**config.mk**
```make
export PLATFORM = sky130hd
export DESIGN_NAME = sorted_insert_ctrl
export DESIGN_NICKNAME = d
export VERILOG_FILES = /design/src/rtl/sorted_insert_ctrl.sv
export SDC_FILE = /design/constraint.sdc
export NUM_CORES = 2
export LEC_CHECK = 0
export CAP_MARGIN = 25
export CORE_AREA = 2 2 442 444
export DETAILED_ROUTE_END_ITERATION = 7
export DIE_AREA = 0 0 444 446
export PLACE_DENSITY = 0.37
export SKIP_CTS_REPAIR_TIMING = 1
export SLEW_MARGIN = 10
export SYNTH_ARGS = -nofsm -noshare
export SYNTH_HDL_FRONTEND = slang
export SYNTH_SLANG_ARGS = --single-unit
```
**constraint.sdc**
```tcl
create_clock -name clk -period 7.36 [get_ports clk]
set_clock_uncertainty 0.1 [all_clocks]
set_input_delay 0.736 -clock clk [delete_from_list [all_inputs] [get_ports clk]]
set_output_delay 0.736 -clock clk [all_outputs]
set_load 0.005 [all_outputs]
```
**src/rtl/sorted_insert_ctrl.sv**
```systemverilog
// sorted_insert_ctrl: sorted 16x32 insert controller with flush drain; define DEDUP_EN to drop duplicate keys
module sorted_insert_ctrl #(
  parameter int DATA_W = 32,
  parameter int DEPTH  = 16
) (
  input  logic                    clk,
  input  logic                    rst_n,
  input  logic                    in_valid,
  output logic                    in_ready,
  input  logic [DATA_W-1:0]       in_data,
  input  logic                    flush,
  output logic                    out_valid,
  input  logic                    out_ready,
  output logic [DATA_W-1:0]       out_data,
  output logic                    out_last,
  output logic [4:0]              count,
  output logic                    dup_hit,
  output logic [DATA_W*DEPTH-1:0] rsh_arr,
  output logic [3:0]              rsh_idx,
  output logic [DATA_W-1:0]       rsh_val,
  input  logic [DATA_W*DEPTH-1:0] rsh_new_arr
);
  typedef enum logic {FILL, DRAIN} state_t;
  state_t state, state_nxt;
  logic [DATA_W*DEPTH-1:0] arr;
  logic [DATA_W-1:0] lane [DEPTH];
  logic [3:0] rd_ptr, idx;
  logic accept, insert, out_fire, last_fire;
  for (genvar g = 0; g < DEPTH; g++) begin : g_lane
    assign lane[g] = arr[g*DATA_W +: DATA_W];
  end
`ifdef DEDUP_EN
  logic dup, dup_q;
  always_comb begin
    dup = 1'b0;
    for (int i = 0; i < DEPTH; i++)
      dup = dup | ((5'(i) < count) && (lane[i] == in_data));
  end
  assign insert  = accept & ~dup;
  assign dup_hit = dup_q;
  always_ff @(posedge clk)
    dup_q <= rst_n & accept & dup;
`else
  assign insert  = accept;
  assign dup_hit = 1'b0;
`endif
  // Only valid lanes vote; equal keys count as "before", so new equals land after old ones.
  always_comb begin
    idx = '0;
    for (int i = 0; i < DEPTH; i++)
      idx = idx + 4'((5'(i) < count) && (lane[i] <= in_data));
  end
  assign rsh_arr   = arr;
  assign rsh_idx   = idx;
  assign rsh_val   = in_data;
  assign in_ready  = rst_n && state == FILL && !count[4];
  assign out_valid = rst_n && state == DRAIN;
  assign out_data  = lane[rd_ptr];
  assign out_last  = out_valid && rd_ptr == 4'(count - 5'd1);
  assign accept    = in_valid & in_ready;
  assign out_fire  = out_valid & out_ready;
  assign last_fire = out_fire & out_last;
  always_comb begin
    state_nxt = state;
    if (state == FILL)
      state_nxt = (flush && (count != 5'd0 || insert)) ? DRAIN : FILL;
    else
      state_nxt = last_fire ? FILL : DRAIN;
  end
  always_ff @(posedge clk)
    if (!rst_n) state <= FILL;
    else state <= state_nxt;
  always_ff @(posedge clk)
    if (!rst_n || last_fire) begin
      arr    <= '0;
      count  <= '0;
      rd_ptr <= '0;
    end else if (out_fire) begin
      rd_ptr <= rd_ptr + 4'd1;
    end else if (insert) begin
      arr   <= rsh_new_arr;
      count <= count + 5'd1;
    end
endmodule
```
==> reports/qor.csv <==
stage,metric,value,unit
die,placeableCoreArea,193600,µm²
sta,fin_tns_setup,0,ps
place,port_buffers,1136,
die,die_x,444,µm
setup_path,crit_type,primary input to primary output,
min_path,min_path_type,register to register,
sta,timing.fmax,138.8,MHz
route,wl,243.3,mm
setup_path,crit_path_end,rsh_idx[1],
logic_synthesis,synth-seq-cells,522,
setup_path,worst-path-buf-inv,8,
setup_path,crit_path_start_kind,primary input,
route,postRouteAntennaNets,0,
setup_path,crit_fanout,6,
cells_and_area,num-fill-cells,20660,
grt,grt-ovfl-total,0,
sta,worstMarginPinSlew,1022,ps
cells_and_area,syn2layout_area_growth,51.80,%
min_path,hp-start,rsh_arr[136],
setup_path,cp.required,6520,ps
logic_synthesis,synth-async-reset-ratio,0,%
logic_synthesis,synth_fp_nets,5022,
setup_path,slowest_delay,600,ps
sta,final-setup-viol-count,0,
place,globalplace.congestion,0.8752,
setup_path,worst_path_max_delay_cell,fa_1,
grt,antenna_found_initial,34,
die,dieArea,198000,µm²
power,p_per_area,170.6,nW/µm²
status,status,completed,
clock_tree,cts-root-buf,clkbuf_16,
setup_path,r2r_end,rsh_arr[405],
setup_path,critPathTopFamily,adder cells,
logic_synthesis,synth.distinct_cells,62,
sta,finalWorstSetupSlack,155.7,ps
grt,track_usage,23.75,%
logic_synthesis,synth_top_area_share,29.17,%
sta,hold_violations,0,
route,drc,0,
grt,grt_pass1_vias,35820,
power,ir_worst_vdd,184.9,µV
route,vias,35910,
setup_path,r2r-start,count[0],
setup_path,crit_start,in_data[15],
cells_and_area,fin_util,28.10,%
clock_tree,cts_tree,done,
grt,grt_max_degree,167,
power,p_leak,21.15,nW
clock_tree,clk_pin_slew,50,ps
grt,grt_first_pass_wirelength,323.3,mm
setup_path,cp-end-kind,primary output,
logic_synthesis,syn_area_per_cell,9.088,µm²
route,drtIter0Drc,2106,
sta,maxSlewViolCount,0,
power,finalPower,9.276,mW
cells_and_area,drive_above_1_share,20.80,%
die,num_io_pins,1138,
logic_synthesis,synth_edf_count,0,
die,die_h,446,µm
route,first_pass_iters,6,
clock_tree,htreeDepth,3,
place,placed_cell_area,51690,µm²
clock_tree,cts_buffers,77,
setup_path,cp_num_cells,20,
logic_synthesis,yosysMostFrequentCell,nand2_1,
setup_path,cp.arrival,6370,ps
clock_tree,cts.sinks,522,
die,start_util,18.51,%
logic_synthesis,seq_area_frac_synth,29.17,%
job,maxCapViolations,0,
sta,max-slew-margin-rel,31.83,%
logic_synthesis,yosys_warnings,0,
sta,post-route-period-util,97.89,%
setup_path,worst_path_most_repeated_cell,fa_1,
logic_synthesis,synthCells,3942,
logic_synthesis,synth_flop_cell,dfxtp_1,
clock_tree,clock_latency,730,ps
sta,period_needed,7204,ps
setup_path,crit_chain,clkdlybuf4s50_1 -> inv_1 -> buf_12 -> ha_1 -> nand4_1 -> nor4_4 -> buf_4 -> nand4_1 -> and3_1 -> a221o_1 -> fa_1 -> inv_1 -> fa_1 -> inv_2 -> fa_1 -> inv_2 -> fa_2 -> ha_2 -> fa_2 -> dlymetal6s2s_1,
cells_and_area,fin_area,54380,µm²
logic_synthesis,syn_area,35830,µm²
logic_synthesis,synth_area_leaders,"dfxtp_1, ha_1, nand2_1",
clock_tree,cts_buffer_depth,3,
setup_path,rr_worst_depth,8,
logic_synthesis,synth_common_cells,"nand2_1, dfxtp_1, ha_1",
cells_and_area,layout.nets,6373,
route,viasPerCell,4.542,
die,rows,162,
route,wl_per_cell,30.78,µm
place,hpwl,200.8,mm
place,dp_slack,-966.0,ps
setup_path,r2r_slack,3240,ps
logic_synthesis,synthDominantAreaCellType,dfxtp_1,
-- placed cells by master, fill, tap and decap left out, types with 31 or more instances in the layout --
cell and count:
a21o_1 48, a21oi_1 341, a21oi_2 401, buf_12 31, buf_4 354, clkbuf_16 80
clkdlybuf4s50_1 1124, dfxtp_1 518, ha_1 520, inv_1 58, mux4_2 160, nand2_1 1164
nand3_1 47, nand4_1 96, nor2_1 44, o21ai_0 63
-- power breakdown --
part / total [mW] / switching, mW / internal (mW)
Combinational: 2.15 / 1.09 / 1.06
Sequential: 3.26 / 0.284 / 2.97
Clock: 3.86 / 1.62 / 2.25
Total: 9.28 / 3.00 / 6.28
-- cells by family (layout without fill, tap and decap cells) --
group,Yosys count,in the layout,synth area share (%)
buffers and inverters,323,1733,6.227
and+or+nand+nor,1447,1447,16.78
adders and majority gates,531,531,18.75
AOI/OAI and AO/OA,944,944,18.60
other,1,13,0.01047
DFF,522,522,29.17
muxes,161,161,10.09
xor gates and xnor gates,13,13,0.3702
-- state kept, by name, indices dropped and copies added, names as in the netlist --
name	cells
count	5
state	1
rd_ptr	4
rsh_arr	512
-- worst min path at each step --
stage,end,depth (start not counted)
2_1_floorplan,rsh_arr[192],2
3_3_place_gp,rsh_arr[134],2
3_5_place_dp,rsh_arr[136],2
4_1_cts,rsh_arr[321],3
5_1_grt,rsh_arr[321],3
6_report,rsh_arr[136],2
-- per-layer routing --
metal | part of all wire [%] | vias up | routed length [µm] | global-route usage (%)
met3 | 4.7 | 267 | 11360 | 4.328
met2 | 53 | 987 | 129900 | 44.96
met4 | 3.4 | 30 | 8245 | 7.444
li1 | - | 16860 | - | -
met1 | 38 | 17760 | 93630 | 26.60
met5 | 0.084 | - | 205 | 0
-- layout make-up --
class	count	area (µm²)	area share (%)
Clock inverter	27	286.5	0.5268
Antenna cell	12	30.03	0.05522
Timing Repair Buffer	1521	14660	26.96
Clock buffer	111	2228	4.097
Inverter	74	284.0	0.5222
Tap cell	2542	3181	5.848
Multi-Input combinational cell	3097	23250	42.75
Sequential cell	522	10460	19.24
-- stage by stage --
| stage | std cells | hold WS [ps] |
|---|---|---|
| after floorplan | 3942 | 371.9 |
| after global placement | 7752 | 396.8 |
| after detailed placement | 7752 | 392.1 |
| after CTS | 7890 | 382.0 |
| after global routing | 7901 | 418.3 |
| final | 7906 | 397.3 |
-- worst min-delay path: cells and delay by family, from the launching register on --
kind,cells,cell delay [ps]
simple gates,1,60
flops,1,340
compound gates,1,50
No activity file was read; power rests on OpenSTA's default activity.
